**config.mk**
```make
export PLATFORM = sky130hd
export DESIGN_NAME = forwarding_hazard_unit_flat
export DESIGN_NICKNAME = d
export VERILOG_FILES = /design/src/rtl/forwarding_hazard_unit_if.sv /design/src/rtl/forwarding_hazard_unit.sv /design/src/flat_wrapper.sv
export SDC_FILE = /design/constraint.sdc
export NUM_CORES = 1
export LEC_CHECK = 0
export CAP_MARGIN = 20
export CORE_MARGIN = 2
export CORE_UTILIZATION = 35
export CTS_BUF_LIST = sky130_fd_sc_hd__clkbuf_4 sky130_fd_sc_hd__clkbuf_8
export DETAILED_ROUTE_END_ITERATION = 12
export HOLD_SLACK_MARGIN = 0.06
export PLACE_DENSITY_LB_ADDON = 0.2
export SLEW_MARGIN = 30
export SYNTH_ARGS = -nofsm -noshare
export SYNTH_HDL_FRONTEND = slang
export SYNTH_SLANG_ARGS = --single-unit
```
**constraint.sdc**
```tcl
create_clock -name i_clock -period 3.1 [get_ports i_clock]
set_input_delay 0.31 -clock i_clock [delete_from_list [all_inputs] [get_ports i_clock]]
set_output_delay 0.31 -clock i_clock [all_outputs]
set_load 0.005 [all_outputs]
```
**src/rtl/forwarding_hazard_unit_if.sv**
```systemverilog
// Decode-to-EX forwarding bus: source/destination compares in, selects and data out.
interface forwarding_hazard_unit_if #(
    parameter int NB_REG_ADDR = 5,
    parameter int NB_REG      = 32,
    parameter int N_OPERANDS  = 2,
    parameter int N_STAGES    = 3,
    parameter int NB_CNT      = 16
);
    localparam int NB_SEL = $clog2(N_STAGES > 1 ? N_STAGES : 2);

    logic                              i_valid;
    logic                              i_flush;
    logic                              i_clear_cnt;
    logic [N_OPERANDS*NB_REG_ADDR-1:0] i_rs;
    logic [N_OPERANDS-1:0]             i_use;
    logic [N_STAGES-1:0]               i_we;
    logic [N_STAGES*NB_REG_ADDR-1:0]   i_rd;
    logic [N_STAGES-1:0]               i_ready;
    logic [N_STAGES*NB_REG-1:0]        i_data;
    logic [N_OPERANDS-1:0]             o_fwd_en;
    logic [N_OPERANDS*NB_SEL-1:0]      o_fwd_sel;
    logic [N_OPERANDS*NB_REG-1:0]      o_data;
    logic                              o_stall;
    logic [NB_CNT-1:0]                 o_stall_cycles;

    modport master (
        output i_valid, i_flush, i_clear_cnt, i_rs, i_use,
        output i_we, i_rd, i_ready, i_data,
        input  o_fwd_en, o_fwd_sel, o_data, o_stall, o_stall_cycles
    );

    modport slave (
        input  i_valid, i_flush, i_clear_cnt, i_rs, i_use,
        input  i_we, i_rd, i_ready, i_data,
        output o_fwd_en, o_fwd_sel, o_data, o_stall, o_stall_cycles
    );
endinterface

```
**src/rtl/forwarding_hazard_unit.sv**
```systemverilog
// Operand forwarding and load-use hazard detection for the pipeline.
// Youngest matching producer wins; not-ready producer raises a same-cycle stall.
module forwarding_hazard_unit #(
    parameter int NB_REG_ADDR = 5,
    parameter int NB_REG      = 32,
    parameter int N_OPERANDS  = 2,
    parameter int N_STAGES    = 3,
    parameter int NB_CNT      = 16
) (
    input  logic               i_clock,
    input  logic               i_reset,
    forwarding_hazard_unit_if.slave bus
);
    localparam int NB_SEL = $clog2(N_STAGES > 1 ? N_STAGES : 2);
    localparam logic [NB_CNT-1:0] CNT_MAX = '1;

    logic [N_OPERANDS-1:0]             hit;
    logic [N_OPERANDS-1:0]             haz;
    logic [N_OPERANDS-1:0][NB_SEL-1:0] src;
    logic [N_OPERANDS-1:0]             fwd_en;
    logic [N_OPERANDS-1:0][NB_SEL-1:0] sel;
    logic [N_OPERANDS*NB_REG-1:0]      data;
    logic [NB_CNT-1:0]                 cnt;
    logic                              stall;

    // Scan oldest to youngest so the lowest matching index is left in src.
    always_comb begin
        hit = '0;
        haz = '0;
        src = '0;
        for (int j = 0; j < N_OPERANDS; j++) begin
            for (int k = N_STAGES - 1; k >= 0; k--) begin
                if (bus.i_use[j] && bus.i_we[k] &&
                    bus.i_rs[j*NB_REG_ADDR +: NB_REG_ADDR] ==
                    bus.i_rd[k*NB_REG_ADDR +: NB_REG_ADDR] &&
                    bus.i_rs[j*NB_REG_ADDR +: NB_REG_ADDR] != '0) begin
                    hit[j] = 1'b1;
                    src[j] = NB_SEL'(k);
                end
            end
            haz[j] = hit[j] & ~bus.i_ready[src[j]];
        end
    end

    assign stall = bus.i_valid & (|haz);

    always_ff @(posedge i_clock or negedge i_reset) begin
        if (!i_reset) begin
            fwd_en <= '0;
            sel    <= '0;
            cnt    <= '0;
        end else if (bus.i_valid) begin
            if (bus.i_flush || stall) begin
                fwd_en <= '0;
            end else begin
                fwd_en <= hit;
                sel    <= src;
            end
            if (bus.i_clear_cnt) begin
                cnt <= '0;
            end else if (stall && cnt != CNT_MAX) begin
                cnt <= cnt + 1'b1;
            end
        end
    end

    always_comb begin
        data = '0;
        for (int j = 0; j < N_OPERANDS; j++) begin
            if (fwd_en[j]) begin
                data[j*NB_REG +: NB_REG] =
                    bus.i_data[int'(sel[j])*NB_REG +: NB_REG];
            end
        end
    end

    assign bus.o_fwd_en       = fwd_en;
    assign bus.o_fwd_sel      = sel;
    assign bus.o_data         = data;
    assign bus.o_stall        = stall;
    assign bus.o_stall_cycles = cnt;
endmodule

```
**src/flat_wrapper.sv**
```systemverilog
// flat-port wrapper written by rule: the top's interface ports become plain ports
module forwarding_hazard_unit_flat 
#(
    parameter int NB_REG_ADDR = 5,
    parameter int NB_REG      = 32,
    parameter int N_OPERANDS  = 2,
    parameter int N_STAGES    = 3,
    parameter int NB_CNT      = 16
)
  (i_clock, i_reset, bus_i_valid, bus_i_flush, bus_i_clear_cnt, bus_i_rs, bus_i_use, bus_i_we, bus_i_rd, bus_i_ready, bus_i_data, bus_o_fwd_en, bus_o_fwd_sel, bus_o_data, bus_o_stall, bus_o_stall_cycles);
  forwarding_hazard_unit_if #(.NB_REG_ADDR(NB_REG_ADDR), .NB_REG(NB_REG), .N_OPERANDS(N_OPERANDS), .N_STAGES(N_STAGES), .NB_CNT(NB_CNT)) bus_i ();
  input  logic i_clock;
  input  logic i_reset;
  input wire logic [$bits(bus_i.i_valid)-1:0] bus_i_valid;
  input wire logic [$bits(bus_i.i_flush)-1:0] bus_i_flush;
  input wire logic [$bits(bus_i.i_clear_cnt)-1:0] bus_i_clear_cnt;
  input wire logic [$bits(bus_i.i_rs)-1:0] bus_i_rs;
  input wire logic [$bits(bus_i.i_use)-1:0] bus_i_use;
  input wire logic [$bits(bus_i.i_we)-1:0] bus_i_we;
  input wire logic [$bits(bus_i.i_rd)-1:0] bus_i_rd;
  input wire logic [$bits(bus_i.i_ready)-1:0] bus_i_ready;
  input wire logic [$bits(bus_i.i_data)-1:0] bus_i_data;
  output wire logic [$bits(bus_i.o_fwd_en)-1:0] bus_o_fwd_en;
  output wire logic [$bits(bus_i.o_fwd_sel)-1:0] bus_o_fwd_sel;
  output wire logic [$bits(bus_i.o_data)-1:0] bus_o_data;
  output wire logic [$bits(bus_i.o_stall)-1:0] bus_o_stall;
  output wire logic [$bits(bus_i.o_stall_cycles)-1:0] bus_o_stall_cycles;
  assign bus_i.i_valid = bus_i_valid;
  assign bus_i.i_flush = bus_i_flush;
  assign bus_i.i_clear_cnt = bus_i_clear_cnt;
  assign bus_i.i_rs = bus_i_rs;
  assign bus_i.i_use = bus_i_use;
  assign bus_i.i_we = bus_i_we;
  assign bus_i.i_rd = bus_i_rd;
  assign bus_i.i_ready = bus_i_ready;
  assign bus_i.i_data = bus_i_data;
  assign bus_o_fwd_en = bus_i.o_fwd_en;
  assign bus_o_fwd_sel = bus_i.o_fwd_sel;
  assign bus_o_data = bus_i.o_data;
  assign bus_o_stall = bus_i.o_stall;
  assign bus_o_stall_cycles = bus_i.o_stall_cycles;
  forwarding_hazard_unit #(.NB_REG_ADDR(NB_REG_ADDR), .NB_REG(NB_REG), .N_OPERANDS(N_OPERANDS), .N_STAGES(N_STAGES), .NB_CNT(NB_CNT)) u_core (.i_clock(i_clock), .i_reset(i_reset), .bus(bus_i));
endmodule
```
# Word-level counts from Yosys, hierarchy flattened
# Cells that the tools add are included.
[op_classes] n_reduce_logical=26 div_mod_pow=0 magnitude_cmp=2 addsub=1 bitwise_logic=6 n_mux=21 shift=2 n_eq_ne=7 mul=0
[ops] op="indexed part select 96 x 8 -> 32 bit" count=2
[ops] op="two-way mux 32 bit" count=2
[ops] op="two-way mux 16 bit" count=2
[ops] op="== test 5 bit" count=6
[ops] op="logical AND 1 bit" count=19
[ops] op="adder 16 x 1 -> 16 bit (second input constant)" count=1
[ops] op="!= test 16 bit (second input constant)" count=1
[ops] op="two-way mux 2 bit" count=7
[ops] op="nonzero test 5 bit" count=2
[ops] op="two-way mux 1 bit" count=8
[ops] op="less-than comparator 2 x 3 -> 1 bit (second input constant)" count=2
[ops] op="binary-select mux 1 bit (select 2 bit)" count=2
[ops] op="AND reduction 2 bit" count=2
[ops] op="bitwise AND 1 bit" count=3
[ops] op="inverter 1 bit" count=3
[ops] op="nonzero test 2 bit" count=1
[ops] op="OR reduction 2 bit" count=1
[ops] op="logical OR 1 bit" count=1
[totals] wordCells=69 n_memories=0 register_bits=22 latchBits=0 rom_bits=0 inputBits=134 ram_bits=0

# Longest topological paths before layout
[depth] depth_word=15 depth_mapped=10 mapped_depth_nobuf=9

# Least setup slack after synthesis
# Ideal clock, no wire load.
[synth_path] path_kind="input to register" from="input bus_i_rs[5]" to="register u_core.sel, in the netlist u_core.bus.o_fwd_sel[0]" t_required_ns=2.975 path_slack_ns=0.645 arrival_time_ns=2.330 stages=7 setup_ns=0.125 cell_sequence="or4_1 > o21a_1 > and4_4 > and3_4 > o21ba_4 > nor4_4 > mux2_4"
[synth_via] elab_chain_cells=15 elab_cells_between_ends=25
[synth_lines] element="start, declared" line="flat_wrapper.sv:17" rtl="input wire logic [$bits(bus_i.i_rs)-1:0] bus_i_rs;"
[synth_lines] element="== test 5 bit" line="forwarding_hazard_unit.sv:34" rtl="bus.i_rs[j*NB_REG_ADDR +: NB_REG_ADDR] =="
[synth_lines] element="logical AND 1 bit" line="forwarding_hazard_unit.sv:33" rtl="if (bus.i_use[j] && bus.i_we[k] &&"
[synth_lines] element="logical AND 1 bit" line="forwarding_hazard_unit.sv:35" rtl="bus.i_rd[k*NB_REG_ADDR +: NB_REG_ADDR] &&"
[synth_lines] element="two-way mux 2 bit (3 in series)" line="forwarding_hazard_unit.sv:33"
[synth_lines] element="binary-select mux 1 bit (select 2 bit)" line="forwarding_hazard_unit.sv:41" rtl="haz[j] = hit[j] & ~bus.i_ready[src[j]];"
[synth_lines] element="two-way mux 1 bit (implied by the code)" line="forwarding_hazard_unit.sv:41"
[synth_lines] element="inverter 1 bit" line="forwarding_hazard_unit.sv:41"
[synth_lines] element="bitwise AND 1 bit *" line="forwarding_hazard_unit.sv:41"
[synth_lines] element="OR reduction 2 bit *" line="forwarding_hazard_unit.sv:45" rtl="assign stall = bus.i_valid & (|haz);"
[synth_lines] element="bitwise AND 1 bit *" line="forwarding_hazard_unit.sv:45"
[synth_lines] element="logical OR 1 bit *" line="forwarding_hazard_unit.sv:53" rtl="if (bus.i_flush || stall) begin"
[synth_lines] element="inverter 1 bit (no line) *"
[synth_lines] element="AND reduction 2 bit (no line) *"
[synth_lines] element="end signal, assigned" line="forwarding_hazard_unit.sv:57" rtl="sel <= src;"
[synth_lines] element="end, declared" line="forwarding_hazard_unit.sv:21" rtl="logic [N_OPERANDS-1:0][NB_SEL-1:0] sel;"
# Mark *: on every way between the ends. The rest lies on a longest branch, timed or not. The select of a mux whose other input is x is not followed.
# A chain may end at the register's enable or synchronous reset.

# Worst setup path after layout
[layout_path] from="input bus_i_rs[6]" to="output bus_o_stall"
[layout_via] elab_chain_cells=12 elab_cells_between_ends=22
[layout_lines] element="== test 5 bit" line="forwarding_hazard_unit.sv:34"
[layout_lines] element="logical AND 1 bit" line="forwarding_hazard_unit.sv:33"
[layout_lines] element="logical AND 1 bit" line="forwarding_hazard_unit.sv:35"
[layout_lines] element="two-way mux 2 bit (3 in series)" line="forwarding_hazard_unit.sv:33"
[layout_lines] element="binary-select mux 1 bit (select 2 bit)" line="forwarding_hazard_unit.sv:41"
[layout_lines] element="two-way mux 1 bit (implied by the code)" line="forwarding_hazard_unit.sv:41"
[layout_lines] element="inverter 1 bit" line="forwarding_hazard_unit.sv:41"
[layout_lines] element="bitwise AND 1 bit *" line="forwarding_hazard_unit.sv:41"
[layout_lines] element="OR reduction 2 bit *" line="forwarding_hazard_unit.sv:45"
[layout_lines] element="bitwise AND 1 bit *" line="forwarding_hazard_unit.sv:45"
[layout_lines] element="end, declared" line="flat_wrapper.sv:26" rtl="output wire logic [$bits(bus_i.o_stall)-1:0] bus_o_stall;"
# Marks and branches as above.

==> flow_summary.ini <==
[power]
powerDensity_nw_per_um2 = 156
vdd_drop_max_uv = 164
power.leakage_nw = 2.26

[flow_run]
drv_cap = 0

[setup_path]
worstPathRequired_ps = 2790
path_cells = clkdlybuf4s50_1 > or4_1 > o21a_1 > buf_4 > and4_4 > and3_4 > o21bai_1 > a31oi_2 > dlygate4sd2_1
critical_path.max_fanout = 3
cpMaxStageDelayCell = or4_1
cp_data_arrival_time_ps = 2610
worstSetupEndpointType = output pin
crit_path_start_kind = primary input
crit_type = in2out
cpPeakStageDelay_ps = 520

[logic_synthesis]
synth_ff_type = dfrtp_1
syn_avg_cell_area_um2 = 7.29
seq_area_frac_synth_pct = 15.5
synth-seq-cells = 22
synth_edf_count = 0
synth_cell_types = 49
synthCells = 486
synthArstFlopShare_pct = 100
syn_area_um2 = 3540
synthesis.nets = 621
yosys_warnings = 0

[detailed_routing]
wirelength_um = 14100
final_antenna_net_count = 0
drt_iter0_drc = 204
vias = 4502
wire_per_inst_um = 16.7
via_per_inst = 5.34
drt_pre_antenna_iters = 5
drc_errors = 0

[sta]
tightest_slew_ps = 528
max_slew_margin_pct = 64.8
period_minus_slack_ps = 2920
whs_ps = 518
setup_viol = 0
period_share_pct = 94.3
clock.fmax_mhz = 342
tns_ps = 0
skew_ps = 3.61
drv_slew = 0
finalHoldViolCount = 0
rsz0062_at_grt = no

[cts]
cts_setup_buffers = 0
clk_path_buf_depth = 2
clock_latency_ps = 260
cts_buffers = 3
cts.sinks = 22
h-tree-depth = 1
clkTransAtPathRegs_ps = 80
cts-root-buf = clkbuf_8
cts_tree = yes

[die]
ios = 221
core_um2 = 9820
dieArea_um2 = 10900
die_y_um = 105
initial_utilization_pct = 36.1
die_x_um = 105
rows = 36

[global_route]
grt-ovfl-total = 0
first_global_vias = 4492
grt_pass1_wl_um = 22500
antenna_found_initial = 0
track_usage_pct = 24.6
grt_max_degree = 35

[status]
outcome = finished, final reports clean

[placement]
numPortBuffers = 220
globalplace.congestion = 0.903
hpwl_um = 10700

[layout]
syn2layout_area_growth_pct = 72.2
drive_gt1_share_pct = 7.89
antennaDiodeCount = 0
post-route-util_pct = 62.1
nets = 846

[hold_path]
hp-class = reg2reg
where the power goes:
part | switching [W] | total (W) | internal [W]
clock network | 0.0000960 | 0.000196 | 0.000100
registers | 0.0000163 | 0.000313 | 0.000297
logic | 0.000168 | 0.000444 | 0.000276
total | 0.000280 | 0.000954 | 0.000673
layer usage:
layer | routed length (µm) | track usage [%] | part of all wire (%) | up-vias
met5 | 0 | 0 | 0 | -
met4 | 308 | 6.48 | 2.2 | 0
met3 | 873 | 3.37 | 6.2 | 28
met2 | 7110 | 47.1 | 50 | 205
met1 | 5790 | 28.4 | 41 | 2103
li1 | - | - | - | 2166
final timing paths:
kind	startpoint	to	slack, ps	depth (start not counted)
worst max register to register	u_core.bus.o_stall_cycles[0]	u_core.bus.o_stall_cycles[3]	570	9
worst min-delay path	u_core.bus.o_fwd_en[1]	u_core.bus.o_fwd_en[1]	520	1
worst min register to register	u_core.bus.o_fwd_en[1]	u_core.bus.o_fwd_en[1]	520	1
worst max-delay path	bus_i_rs[6]	bus_o_stall	180	9
max in group asynchronous	i_reset	u_core.bus.o_fwd_sel[0]	2160	2
min in group asynchronous	i_reset	u_core.bus.o_stall_cycles[13]	550	2
area by class of cell:
class | instances | area, µm²
fillers | 916 | 3720
inverters | 8 | 30.0
multi-input cells | 423 | 2830
well taps | 133 | 166
clock buffers | 4 | 48.8
flip-flops and latches | 22 | 553
repair buffers | 253 | 2470
layout by cell type (no fill, tap or decap), types with 15 or more instances in the layout:
cell type / instances
buf_4: 30
o21ai_0: 34
clkdlybuf4s50_1: 218
and2_1: 35
xor2_1: 24
mux2i_1: 67
a21oi_1: 34
nand3_1: 15
nor2_1: 46
nor2b_1: 36
dfrtp_1: 20
nand2_1: 45
synth_stat cells (2+ instances only):
cell	n	area share, %
mux2i_1	67	19
nor2_1	47	5.0
nand2_1	45	4.8
nor2b_1	37	6.5
and2_1	35	6.2
a21oi_1	34	4.8
o21ai_0	34	4.8
clkbuf_1	28	3.0
xor2_1	24	5.9
dfrtp_1	22	16
nand3_1	15	2.1
nor4_1	11	1.9
xnor2_1	9	2.2
a211o_1	6	1.5
a22o_1	6	1.5
inv_1	6	0.64
and3_1	5	0.88
nand4_1	5	0.88
o21a_1	5	1.1
mux2_4	4	1.7
a221oi_1	3	0.74
and4_1	3	0.74
buf_1	3	0.32
o2bb2ai_1	3	0.74
a211oi_1	2	0.42
and3_4	2	0.64
nor3_1	2	0.28
or4_1	2	0.42
registers in the layout, indices dropped and copies added, names as in the netlist:
name                       cells
u_core.bus.o_fwd_en            2
u_core.bus.o_stall_cycles     16
u_core.bus.o_fwd_sel           4
logic make-up after synthesis:
kind of cell | count (synthesis) | share of synthesized area (%)
and+or+nand+nor | 215 | 32.1
DFF | 22 | 15.5
muxes | 71 | 20.6
AOI/OAI and AO/OA | 103 | 18.5
xor gates and xnor gates | 33 | 8.16
buffers and inverters | 41 | 4.66
adders and majority gates | 1 | 0.353
per-stage QoR:
| step | instance area, µm² | total power [W] | setup WS (ps) | cells |
|---|---|---|---|---|
| 6_report | 6100 | 0.000954 | 177 | 843 |
| 5_1_grt | 6100 | 0.00101 | 100 | 843 |
| 4_1_cts | 6100 | 0.000955 | 177 | 843 |
| 3_5_place_dp | 6040 | 0.000761 | -73.2 | 838 |
| 3_3_place_gp | 6050 | 0.000751 | -94.5 | 838 |
| 2_1_floorplan | 3540 | 0.000468 | 645 | 486 |
what timing repair did:
action | 4_1_cts | 5_1_grt
resized for setup | 1 | 0
setup endpoints to repair | 1 | 0
hold endpoints to repair | 22 | 0
hold buffers | 1 | 0
critical path: cells and delay by family:
family / cells / cell delay (ps)
AO/OA/AOI/OAI: 3 / 570
AND/OR/NAND/NOR: 3 / 860
buffers and inverters: 3 / 860
Note: power is estimated with default switching activity, not from simulation.
